===== config.mk =====
export PLATFORM = sky130hd
export DESIGN_NAME = perf_mmio_bridge
export DESIGN_NICKNAME = d
export VERILOG_FILES = /design/src/rtl/perf_pkg.sv /design/src/rtl/perf_snapshot_bank.sv /design/src/rtl/perf_mmio_bridge.sv
export SDC_FILE = /design/constraint.sdc
export NUM_CORES = 1
export LEC_CHECK = 0
export BUFFER_PORTS_ARGS = -buffer_cell sky130_fd_sc_hd__buf_2
export CAP_MARGIN = 20
export CORE_AREA = 2 2 222 224
export CTS_BUF_LIST = sky130_fd_sc_hd__clkbuf_8
export DETAILED_ROUTE_END_ITERATION = 6
export DIE_AREA = 0 0 224 226
export PLACE_DENSITY = 0.73
export SETUP_SLACK_MARGIN = 0.5
export SYNTH_ARGS = -nofsm -noshare
export SYNTH_HDL_FRONTEND = slang
export SYNTH_SLANG_ARGS = --single-unit

===== constraint.sdc =====
create_clock -name clk -period 4 [get_ports clk]
set_input_delay 0 -clock clk [delete_from_list [all_inputs] [get_ports clk]]
set_output_delay 0 -clock clk [all_outputs]
set_load 0.05 [all_outputs]

===== src/rtl/perf_pkg.sv =====
// Shared constants and types for the perf counter MMIO window.
// Offset decode is here so the window map is described in one place.
package perf_pkg;

    localparam logic [31:0] BASE_ADDR_DEF    = 32'hFFFF_FF00;
    localparam int          NUM_COUNTERS_DEF = 9;
    localparam int          SEL_WIDTH_DEF    = 5;

    localparam logic [7:0] LIVE_BASE = 8'h00;
    localparam logic [7:0] SNAP_BASE = 8'h40;
    localparam logic [7:0] CTRL_OFF  = 8'h80;

    typedef enum logic [1:0] {
        IDLE,
        RESP,
        SCAN
    } perf_bridge_state_t;

    typedef enum logic [1:0] {
        REG_LIVE,
        REG_SNAP,
        REG_CTRL,
        REG_NONE
    } perf_region_t;

    // Only word-aligned offsets of existing counters map to registers.
    function automatic perf_region_t decode_off(
        input logic [7:0] off,
        input int         num
    );
        perf_region_t r;
        r = REG_NONE;
        if (off[1:0] == 2'b00) begin
            if (off == CTRL_OFF) begin
                r = REG_CTRL;
            end else if (off[7:6] == LIVE_BASE[7:6] && int'(off[5:2]) < num) begin
                r = REG_LIVE;
            end else if (off[7:6] == SNAP_BASE[7:6] && int'(off[5:2]) < num) begin
                r = REG_SNAP;
            end
        end
        return r;
    endfunction

endpackage


===== src/rtl/perf_snapshot_bank.sv =====
// Frozen copy of the counter bank, filled one entry per cycle by a scan.
// Cleared synchronously whenever rst_n is low.
module perf_snapshot_bank
    import perf_pkg::*;
#(
    parameter int NUM_COUNTERS = NUM_COUNTERS_DEF
) (
    input  logic        clk,
    input  logic        rst_n,
    input  logic        we_i,
    input  logic [3:0]  widx_i,
    input  logic [31:0] wdata_i,
    input  logic [3:0]  ridx_i,
    output logic [31:0] rdata_o
);

    logic [31:0] snap_q [NUM_COUNTERS];

    always_ff @(posedge clk) begin
        if (!rst_n) begin
            for (int i = 0; i < NUM_COUNTERS; i++) begin
                snap_q[i] <= '0;
            end
        end else if (we_i && int'(widx_i) < NUM_COUNTERS) begin
            snap_q[widx_i] <= wdata_i;
        end
    end

    assign rdata_o = (int'(ridx_i) < NUM_COUNTERS) ? snap_q[ridx_i] : '0;

endmodule


===== src/rtl/perf_mmio_bridge.sv =====
// Load/store bridge: serves the perf counter window locally and
// forwards every other access to the L1D with no added latency.
module perf_mmio_bridge
    import perf_pkg::*;
#(
    parameter logic [31:0] BASE_ADDR    = BASE_ADDR_DEF,
    parameter int          NUM_COUNTERS = NUM_COUNTERS_DEF,
    parameter int          SEL_WIDTH    = SEL_WIDTH_DEF
) (
    input  logic                 clk,
    input  logic                 rst_n,
    input  logic                 mem_read,
    input  logic                 mem_write,
    input  logic [31:0]          mem_address,
    input  logic [31:0]          mem_wdata,
    input  logic [3:0]           mem_byte_enable,
    output logic                 mem_resp,
    output logic [31:0]          mem_rdata,
    output logic                 dcache_read,
    output logic                 dcache_write,
    output logic [31:0]          dcache_address,
    output logic [31:0]          dcache_wdata,
    output logic [3:0]           dcache_byte_enable,
    input  logic                 dcache_resp,
    input  logic [31:0]          dcache_rdata,
    output logic [SEL_WIDTH-1:0] pc_read_src,
    input  logic [31:0]          pc_read_data
);

    localparam logic [3:0] LAST_IDX = 4'(NUM_COUNTERS - 1);

    perf_bridge_state_t state_q, state_d;
    logic [3:0]         scan_idx_q, scan_idx_d;
    logic [7:0]         off_q, off_d;
    logic               wr_q, wr_d;
    logic               go_q, go_d;

    logic                 hit;
    logic                 busy;
    perf_region_t         region;
    logic [SEL_WIDTH-1:0] src;
    logic                 loc_resp;
    logic [31:0]          loc_rdata;
    logic                 snap_we;
    logic [31:0]          snap_rdata;

    assign hit = (mem_read | mem_write)
               && (mem_address[31:8] == BASE_ADDR[31:8]);
    assign busy   = (state_q == SCAN);
    assign region = decode_off(off_q, NUM_COUNTERS);

    always_ff @(posedge clk) begin
        if (!rst_n) begin
            state_q    <= IDLE;
            scan_idx_q <= '0;
            off_q      <= '0;
            wr_q       <= 1'b0;
            go_q       <= 1'b0;
        end else begin
            state_q    <= state_d;
            scan_idx_q <= scan_idx_d;
            off_q      <= off_d;
            wr_q       <= wr_d;
            go_q       <= go_d;
        end
    end

    always_comb begin
        state_d    = state_q;
        scan_idx_d = scan_idx_q;
        off_d      = off_q;
        wr_d       = wr_q;
        go_d       = go_q;
        unique case (state_q)
            IDLE: begin
                if (hit) begin
                    state_d = RESP;
                    off_d   = mem_address[7:0];
                    wr_d    = mem_write;
                    go_d    = mem_write
                            && mem_address[7:0] == CTRL_OFF
                            && mem_wdata[0];
                end
            end
            RESP: begin
                scan_idx_d = '0;
                state_d    = go_q ? SCAN : IDLE;
            end
            SCAN: begin
                scan_idx_d = scan_idx_q + 4'd1;
                if (scan_idx_q == LAST_IDX) begin
                    state_d = IDLE;
                end
            end
            default: state_d = IDLE;
        endcase
    end

    always_comb begin
        src       = '0;
        loc_resp  = 1'b0;
        loc_rdata = '0;
        snap_we   = 1'b0;
        unique case (state_q)
            RESP: begin
                loc_resp = 1'b1;
                if (!wr_q) begin
                    unique case (region)
                        REG_LIVE: begin
                            src       = SEL_WIDTH'(off_q[5:2]);
                            loc_rdata = pc_read_data;
                        end
                        REG_SNAP: loc_rdata = snap_rdata;
                        REG_CTRL: loc_rdata = {31'b0, busy};
                        default:  loc_rdata = '0;
                    endcase
                end
            end
            SCAN: begin
                src     = SEL_WIDTH'(scan_idx_q);
                snap_we = 1'b1;
            end
            default: src = '0;
        endcase
    end

    perf_snapshot_bank #(
        .NUM_COUNTERS (NUM_COUNTERS)
    ) u_snap (
        .clk     (clk),
        .rst_n   (rst_n),
        .we_i    (snap_we),
        .widx_i  (scan_idx_q),
        .wdata_i (pc_read_data),
        .ridx_i  (off_q[5:2]),
        .rdata_o (snap_rdata)
    );

    // Outputs are forced quiet while reset is held.
    assign pc_read_src  = rst_n ? src : '0;
    assign mem_resp     = rst_n & (loc_resp | (~hit & dcache_resp));
    assign mem_rdata    = loc_resp ? loc_rdata : dcache_rdata;
    assign dcache_read  = rst_n & mem_read & ~hit;
    assign dcache_write = rst_n & mem_write & ~hit;

    assign dcache_address     = mem_address;
    assign dcache_wdata       = mem_wdata;
    assign dcache_byte_enable = mem_byte_enable;

endmodule


==> results by group <==
Clock tree
  • CTS sink cnt: between 500 and 600
  • Total CTS buffers: 85
  • Clock transition at path regs: about 0.06 ns
  • CTS Buffer Depth: 3
  • Clk_lat worst skew: roughly 0.64 ns
  • CTS tree: yes
  • CTS H-tree lvls: 3
  • Root Buffer: clkbuf_8

Synthesis
  • FFs w/ async S/R, synth: 0%
  • Post-Syn Area: 23800 um^2
  • Mapped Avg Cell Area: 16.48 um^2
  • Main synth FF type: edfxtp_1
  • Post-synth EDFFs: 512
  • Synth top area share: between 60 and 70%
  • Top cells by area, synth: edfxtp_1, mux4_2, and2_1, mux2i_1, and3_1
  • Post-Synthesis Cells: around 1400
  • Distinct cell type count after synthesis: 47
  • Leading area contributor after synthesis: edfxtp_1
  • Ys Warns: 0
  • Sequential area share after synthesis: about two thirds
  • Flop and latch count out of synthesis: roughly 530

Timing
  • Final hold slack: 0.00001709 ns
  • Fin Setup TNS: 0 ns
  • Relative slew slack: 30.99%
  • FMAX: 304.7 MHz
  • Clock Skews: between 0.02 and 0.025 ns
  • Tcrit/Tclk final: 82.04%
  • RSZ-0062 raised after global routing: no
  • Slew Limit Fails: 0
  • Post-route minimum period: 3.281 ns
  • Tightest Pin Transition: 1.035 ns
  • Final hold violation count: 0
  • Final setup vio count: 0

Pwr
  • Seq pwr share: 56.8%
  • Clock Power Share: between 30% and 40%
  • Pleak: 10.13 nW
  • Tot Pwr: about 11 mW
  • Peak supply drop: ~0.26 mV
  • PD cells: 410.3 nW/um^2
  • Sw frac: 22.62%
  • Internal Power: 8.744 mW
  • P_sw: 2.556 mW
  • Gate power share: 5.3%

Die
  • Die width: 224 um
  • Io pins: 245
  • Initial Utilization: 49.24%
  • Die Y: 226 um
  • Core area: 48340 um^2
  • Row count: 81
  • Die area: 50620 um^2

Job
  • Max Cap Violations: 0

Final layout
  • Share of cells above drive strength 1: 27.02%
  • Layout Nets: 1911
  • Antenna Cells: 0
  • Area growth, synth to finish: 15.72%
  • Design area: 27540 um^2
  • Most frequent cells in the layout: edfxtp_1, and2_1, buf_2, conb_1, mux4_2
  • Leading cell type in the layout, fill and taps excluded: edfxtp_1

Routing
  • Vias post-DR: 13520
  • Antenna Nets Post-Route: 0
  • Final WL: 53970 um
  • Drt pass-1 iters: 5
  • Initial DRC count: about 1100
  • DRC violations left: 0
  • DR vias/cell: 5.509
  • Avg WL per Cell: about 22 um

Global routing
  • First-pass GRT wire length: between 80000 and 90000 um
  • Initial antenna violation count: 1
  • Largest net degree at the start of global routing: 53
  • Routing usage on met1: 28.54%
  • All-layer global routing usage: 21.79%
  • Number of global-route vias before repair: 14110
  • GRT met2 Usage: 37.05%
  • Busiest layer in global routing: met2
  • Total global routing overflow: 0
  • Met3 Usage GRT: 3.942%

Placed design
  • HPWL after DPL: 32950 um
  • PortBufs: 173
  • GPL Wtd Cong: 0.7296
  • Placed cell areas: 25480 um^2

Setup path
  • Startpoint Class: flop
  • Crit path kind: reg -> out
  • Crit path DAT: ~3.3 ns
  • Critical Path End Type: output pin
  • R2R cell count: 9
  • Critical Path RT: 4.00 ns
  • Worst Path Max Fanout: 36

Hold path
  • WHS Path Cells: 0
  • HP Class: in -> out

Status
  • Status: complete, no violations
cell usage after synthesis, types with 31 or more instances:
cell,count
edfxtp_1,512
and2_1,195
mux4_2,128
and3_1,102
mux2i_1,75
buf_4,69
clkbuf_1,65
nor2_1,50
a2111o_1,32
nand2_1,32
nor2b_1,31
what timing repair did:
item / 4_1_cts / 5_1_grt
pin swaps: 0 / 1
endpoints found under the hold margin: 529 / 0
hold buffers: 51 / 0
buffers inserted: 0 / 1
setup endpoints to repair: 16 / 4
resized for setup: 1 / 0
path summary, 6_finish.rpt:
path              slack [ns]                        from                 endpoint
setup / recovery        0.72                        flop            mem_rdata[18]
hold / removal       0.00002               mem_wdata[14]         dcache_wdata[14]
setup reg to reg        1.12  scan_idx_q[0]$_SDFFE_PN0N_  state_q[1]$_SDFFE_PN0P_
hold reg to reg         0.47       off_q[1]$_SDFFE_PN0P_    off_q[1]$_SDFFE_PN0P_
metrics by stage:
stage	std cells	util [%]	setup slack, ns
2_1_floorplan	1572	-	1.227
3_3_place_gp	2249	52.71	1.019
3_5_place_dp	2249	52.71	0.9578
4_1_cts	2453	56.96	0.5742
5_1_grt	2454	56.97	0.5039
6_report	2454	56.97	0.7186
flip-flops by register name, summed over array words and instances, names as in the netlist, named ones only:
register and flops:
wr_q 1, scan_idx_q 4, go_q 1, state_q 2, off_q 8, u_snap.snap_q 512
final cells by class:
class                      count  area (um^2)
inverter                       6        22.52
clock inverter                64        316.6
timing repair buffer         273         1832
clock buffer                  89         1225
sequential                   532        15790
tap                          622        778.2
fill                        3698        20800
multi-input combinational    868         7582
per-layer routing:
metal  up-vias  routed length, um
met4         2               1156
met5         -                  7
met3        83               3256
met1      6945              22370
met2       456              27180
li1       6032                  -
power groups by stage:
stage	clock (mW)	combinational, mW	sequential, mW
6_report	4.28	0.603	6.42
3_5_place_dp	0	0.567	6.54
5_1_grt	4.59	0.645	6.44
4_1_cts	4.38	0.603	6.42
2_1_floorplan	0	0.443	6.51
3_3_place_gp	0	0.557	6.52
cell families after synthesis:
family	after synthesis	synth area share [%]
adder cells (fa/ha/maj)	8	0.4206
other	1	0.01576
buffers and inverters	172	4.163
multiplexers	203	15.27
AND/OR/NAND/NOR	472	11.70
AO/OA/AOI/OAI	56	2.155
flip-flops	532	66.28
critical path, stage by stage (launching register included):
cell	delay, ns
dfxtp_4	0.79
buf_12	0.32
mux4_2	0.54
mux2i_1	0.35
nor2_2	0.05
a2111o_1	0.34
buf_2	0.21
(Power assumes the default switching activity.)
